$ cat src/rtl/vga_sync_generator.sv
// rtl/vga_sync_generator.sv - VGA 640x480@60 scan timing generator; define VGA_FRAME_COUNTER_EN to add frame_count
module vga_sync_generator #(
  parameter int H_ACTIVE        = 640,
  parameter int H_FRONT         = 16,
  parameter int H_SYNC          = 96,
  parameter int H_BACK          = 48,
  parameter int V_ACTIVE        = 480,
  parameter int V_FRONT         = 10,
  parameter int V_SYNC          = 2,
  parameter int V_BACK          = 33,
  parameter int CLK_DIV         = 2,
  parameter bit SYNC_ACTIVE_LOW = 1'b1
) (
  input  logic        clk,
  input  logic        reset,
  output logic [15:0] row,
  output logic [15:0] column,
  output logic        enable,
  output logic        hsync,
  output logic        vsync,
  output logic        pixel_tick,
  output logic        frame_start
`ifdef VGA_FRAME_COUNTER_EN
  ,
  output logic [15:0] frame_count
`endif
);

  // Region boundaries: the first counter value of each region, plus the last value of the axis.
  localparam logic [15:0] H_FRONT_START = 16'(H_ACTIVE);
  localparam logic [15:0] H_SYNC_START  = 16'(H_ACTIVE + H_FRONT);
  localparam logic [15:0] H_BACK_START  = 16'(H_ACTIVE + H_FRONT + H_SYNC);
  localparam logic [15:0] H_LAST        = 16'(H_ACTIVE + H_FRONT + H_SYNC + H_BACK - 1);
  localparam logic [15:0] V_FRONT_START = 16'(V_ACTIVE);
  localparam logic [15:0] V_SYNC_START  = 16'(V_ACTIVE + V_FRONT);
  localparam logic [15:0] V_BACK_START  = 16'(V_ACTIVE + V_FRONT + V_SYNC);
  localparam logic [15:0] V_LAST        = 16'(V_ACTIVE + V_FRONT + V_SYNC + V_BACK - 1);
  localparam logic [15:0] DIV_LAST      = 16'(CLK_DIV - 1);
  localparam logic        SYNC_IDLE     = SYNC_ACTIVE_LOW;
  localparam logic        SYNC_ON       = ~SYNC_ACTIVE_LOW;

  typedef enum logic [1:0] {ST_ACTIVE, ST_FRONT, ST_SYNC, ST_BACK} region_t;

  // Region containing a position; used only to pick the state matching the reset position.
  function automatic region_t region_of(logic [15:0] pos, logic [15:0] front_s,
                                        logic [15:0] sync_s, logic [15:0] back_s);
    if (pos >= back_s)       return ST_BACK;
    else if (pos >= sync_s)  return ST_SYNC;
    else if (pos >= front_s) return ST_FRONT;
    else                     return ST_ACTIVE;
  endfunction

  // Region after the counter moves to nxt. Later boundaries are tested first so that a
  // zero-width region is skipped rather than entered.
  function automatic region_t next_region(region_t cur, logic [15:0] nxt, logic [15:0] front_s,
                                          logic [15:0] sync_s, logic [15:0] back_s);
    if (nxt == 16'd0)         return ST_ACTIVE;
    else if (nxt == back_s)   return ST_BACK;
    else if (nxt == sync_s)   return ST_SYNC;
    else if (nxt == front_s)  return ST_FRONT;
    else                      return cur;
  endfunction

  localparam region_t H_RESET_REGION = region_of(H_LAST, H_FRONT_START, H_SYNC_START, H_BACK_START);
  localparam region_t V_RESET_REGION = region_of(V_LAST, V_FRONT_START, V_SYNC_START, V_BACK_START);

  logic [15:0] div;
  logic        tick;
  logic        col_wrap;
  logic [15:0] col_next;
  logic [15:0] row_next;
  region_t     h_state;
  region_t     v_state;
  region_t     h_next;
  region_t     v_next;
  logic        at_origin;

  // Next counter values and region states; everything registered below is derived from these.
  always_comb begin
    tick      = (div == DIV_LAST);
    col_wrap  = (column == H_LAST);
    col_next  = column;
    row_next  = row;
    h_next    = h_state;
    v_next    = v_state;
    if (tick) begin
      col_next = col_wrap ? 16'd0 : column + 16'd1;
      h_next   = next_region(h_state, col_next, H_FRONT_START, H_SYNC_START, H_BACK_START);
      if (col_wrap) begin
        row_next = (row == V_LAST) ? 16'd0 : row + 16'd1;
        v_next   = next_region(v_state, row_next, V_FRONT_START, V_SYNC_START, V_BACK_START);
      end
    end
    at_origin = tick && (col_next == 16'd0) && (row_next == 16'd0);
  end

  // Pixel-rate divider: wraps on the tick clock.
  always_ff @(posedge clk or posedge reset) begin
    if (reset) begin
      div <= 16'd0;
    end else begin
      div <= tick ? 16'd0 : div + 16'd1;
    end
  end

  // Counters, region FSMs and all decoded outputs update together so there is no skew between them.
  always_ff @(posedge clk or posedge reset) begin
    if (reset) begin
      column      <= H_LAST;
      row         <= V_LAST;
      h_state     <= H_RESET_REGION;
      v_state     <= V_RESET_REGION;
      enable      <= 1'b0;
      hsync       <= SYNC_IDLE;
      vsync       <= SYNC_IDLE;
      pixel_tick  <= 1'b0;
      frame_start <= 1'b0;
    end else begin
      pixel_tick  <= tick;
      frame_start <= at_origin;
      if (tick) begin
        column  <= col_next;
        row     <= row_next;
        h_state <= h_next;
        v_state <= v_next;
        enable  <= (h_next == ST_ACTIVE) && (v_next == ST_ACTIVE);
        hsync   <= (h_next == ST_SYNC) ? SYNC_ON : SYNC_IDLE;
        vsync   <= (v_next == ST_SYNC) ? SYNC_ON : SYNC_IDLE;
      end
    end
  end

`ifdef VGA_FRAME_COUNTER_EN
  // Frame counter steps on the same edge that raises frame_start; wraps naturally at 16 bits.
  always_ff @(posedge clk or posedge reset) begin
    if (reset) begin
      frame_count <= 16'd0;
    end else if (at_origin) begin
      frame_count <= frame_count + 16'd1;
    end
  end
`endif

endmodule

$ cat config.mk
export PLATFORM = sky130hd
export DESIGN_NAME = vga_sync_generator
export DESIGN_NICKNAME = d
export VERILOG_FILES = /design/src/rtl/vga_sync_generator.sv
export SDC_FILE = /design/constraint.sdc
export NUM_CORES = 1
export LEC_CHECK = 0
export CORE_MARGIN = 1.5
export CORE_UTILIZATION = 50
export CTS_CLUSTER_SIZE = 20
export DETAILED_ROUTE_END_ITERATION = 12
export PLACE_DENSITY = 0.73
export REMOVE_ABC_BUFFERS = 1
export SETUP_SLACK_MARGIN = 0.05
export SLEW_MARGIN = 20
export SYNTH_ARGS = -nofsm -noshare
export SYNTH_HDL_FRONTEND = slang
export SYNTH_SLANG_ARGS = --single-unit
$ cat constraint.sdc
create_clock -name clk -period 4.05 [get_ports clk]
set_clock_uncertainty 0.1 [all_clocks]
set_input_delay 0.81 -clock clk [delete_from_list [all_inputs] [get_ports clk]]
set_output_delay 0.81 -clock clk [all_outputs]
set_load 0.02 [all_outputs]
==> flow_summary.ini <==
[grt]
antenna_found_initial = 0
gr-usage-met3_pct = 4.907
grtUsageMet1_pct = 32.65
top_usage_layer = met2
grt_pass1_vias = 3116
groute.usage.overall_pct = 23.95
grt_pass1_wl_um = 15660
grt_overflow_total = 0
grt_start_max_net_pins = 30
grtUsageMet2_pct = 37.09

[synthesis]
syn_area_per_cell_um2 = 9.056
ys_types = 64
async_flop_share_pct = 100.0
synth_cells = 416
seq_area_frac_synth_pct = 38.39
syn-cell-area_um2 = 3767
ys.flop_type = dfrtp_1
synth_edf_count = 0
yosys_warnings = 0
ys_ff_latch = 57

[clock_tree]
ctsHoldBuffers = 0
numCtsBuffers = 9
cts-resized-gates = 0
cts_tree = built
cts-root-buf = clkbuf_8
h-tree-depth = 3
clk_latency_ns = 0.35
clock_sink_count = 57
post-cts-setup-buffers = 0
clk_pin_slew_ns = 0.08
clk_path_buf_depth = 2

[floorplan]
coreArea_um2 = 7253
die_area_um2 = 8064
chipWidth_um = 89.80
start_util_pct = 51.94
die_h_um = 89.80
io_pins = 39
rows = 31

[setup_path]
ff2ff_setup_slack_ns = 0.50
r2r_cells = 9
end_kind = flip-flop
path_cells = ha_1 > nand3_1 > buf_4 > nor4_1 > nand3_1 > xnor2_1 > or4_1 > or4_1 > nor4_2
cp.required_ns = 4.20
r2r-end = frame_start
rr_startpoint = row[0]
worst_path_max_delay_cell = dfrtp_1
crit_fanout = 13
path_class = flip-flop to flip-flop
start_kind = flip-flop
max_stage_delay_ns = 0.60
cp.arrival_ns = 3.70

[timing]
hold_viol = 0
drv_slew = 0
worst_slew_pin_slew_ns = 0.6293
setup-tns-final_ns = 0
grt_setup_unrepaired = no
min_period_ns = 3.550
setup_violations = 0
clock.fmax_mhz = 281.7
hold_ws_ns = 0.3686
finalCritPeriodShare_pct = 87.64
slew_headroom_pct = 57.98

[final_layout]
nFillCells = 611
area_growth_pct = 16.24
drive_above_1_share_pct = 13.71
nNetsFinal = 449
antennaDiodeCount = 0

[power_and_ir_drop]
swShare_pct = 21.72
power.internal_uw = 986.7
total_power_mw = 1.260
pwr-share-comb_pct = 1.1
p_sw_uw = 273.7
p_leak_nw = 1.702
p_per_area_nw_per_um2 = 287.8
clock_power_share_pct = 53.7
ir_drop_mv = 0.1968
seq_power_share_pct = 45.2

[detailed_routing]
via_per_inst = 6.020
drt_iter0_drc = 291
wl_per_cell_um = 16.70
ant_nets = 0
drcViolationCount = 0
wirelength_um = 9085
vias = 3275
drt_first_pass_iters = 4

[hold_path]
hp-class = flip-flop to flip-flop
hold_end = div[15]
hold_start = div[15]
holdPathStages = 1

[job]
cap_violations = 0

[place]
io_buffers = 38
place_congestion = 0.9309
dp_hpwl_um = 6377

[status]
status = finished clean
==> worst max path at each step <==
stage              start     endpoint  slack [ns]  depth (start not counted)
2_1_floorplan     div[1]  frame_start        0.57                         11
5_1_grt           row[0]  frame_start        0.36                          9
3_5_place_dp      row[0]  frame_start        0.63                          9
6_report          row[0]  frame_start        0.50                          9
3_3_place_gp   column[0]  frame_start        0.71                          9
4_1_cts           row[0]  frame_start        0.57                          9
==> power by group through the flow <==
| stage | clock network [mW] | logic, mW | registers [mW] |
|---|---|---|---|
| 4_1_cts | 0.691 | 0.0146 | 0.570 |
| 3_5_place_dp | 0 | 0.0145 | 0.580 |
| 6_report | 0.677 | 0.0134 | 0.570 |
| 2_1_floorplan | 0 | 0.00818 | 0.580 |
| 5_1_grt | 0.720 | 0.0162 | 0.569 |
| 3_3_place_gp | 0 | 0.0141 | 0.580 |
==> registers in the layout, indices dropped and copies added, names as in the netlist <==
signal and cells:
column 16, div 16, enable 1, frame_start 1
h_state 2, hsync 1, pixel_tick 1, row 16
v_state 2, vsync 1
==> cell type report <==
| class | instances | area, um2 | share of cell area, % |
|---|---|---|---|
| Clock inverter | 7 | 125.1 | 2.857 |
| Inverter | 15 | 56.30 | 1.286 |
| Clock buffer | 9 | 123.9 | 2.829 |
| Tap cell | 99 | 123.9 | 2.829 |
| Timing Repair Buffer | 42 | 410.4 | 9.371 |
| Sequential cell | 57 | 1446 | 33.03 |
| Multi-Input combinational cell | 315 | 2093 | 47.80 |
==> routing by layer <==
layer | vias to the layer above | wire length [um]
met4 | 0 | 228
met5 | - | 0
met1 | 1570 | 4264
li1 | 1557 | -
met2 | 126 | 4099
met3 | 22 | 493
==> stage by stage <==
| step | utilization, % | setup slack [ns] | cell area [um2] | instances |
|---|---|---|---|---|
| final | 60.38 | 0.5004 | 4379 | 544 |
| after global routing | 60.38 | 0.3628 | 4379 | 544 |
| after CTS | 60.38 | 0.5740 | 4379 | 544 |
| after detailed placement | 56.94 | 0.6275 | 4130 | 528 |
| after global placement | 56.94 | 0.7132 | 4130 | 528 |
| after floorplan | - | 0.5668 | 3596 | 387 |
==> kinds of logic after synthesis <==
kind of cell | Yosys count | synth area share [%]
fa+ha+maj | 7 | 2.325
compound gates | 70 | 12.95
mux | 4 | 1.129
buf+inv | 44 | 6.045
xor+xnor | 41 | 9.532
flops | 57 | 38.39
simple gates | 193 | 29.63
==> worst max-delay path, delay by kind of cell, from the launching register on <==
| kind | cells | cell delay [ns] |
|---|---|---|
| AND/OR/NAND/NOR | 6 | 2.03 |
| XOR/XNOR | 1 | 0.18 |
| adder cells (fa/ha/maj) | 1 | 0.37 |
| flip-flops | 1 | 0.60 |
| buffers and inverters | 1 | 0.18 |
==> synthesized netlist by cell type (5+ instances only) <==
cell,count,area (um2)
nand2_1,45,168.9
dfrtp_1,41,1026
nor2_1,32,120.1
xnor2_1,29,254.0
nand3_1,20,100.1
o21ai_0,20,100.1
nand4_1,18,112.6
dfstp_2,16,420.4
nor3_1,16,80.08
buf_2,14,70.07
inv_1,14,52.55
o31ai_1,12,90.09
xor2_1,12,105.1
nor4_1,10,62.56
a21oi_1,7,35.03
ha_1,7,87.58
and4_1,6,52.55
or4_1,6,45.04
clkbuf_1,5,18.77
or3_1,5,31.28
==> cells in the final DEF (no fill, tap or decap), types with 4 or more instances in the layout <==
cell type and n:
or3_1 5, nand3_1 20, dfrtp_1 41, and4_1 6
a31oi_1 4, inv_1 13, buf_4 4, o31ai_1 12
xnor2_1 29, a21o_1 4, ha_1 7, or4_1 6
dfstp_2 16, clkdlybuf4s50_1 38, nand4_1 18, clkbuf_8 9
a21oi_1 7, nor2_1 32, nor4_1 10, xor2_1 12
nand2_1 45, nor3_1 16, o21ai_0 20
Note: power is estimated with default switching activity, not from simulation.
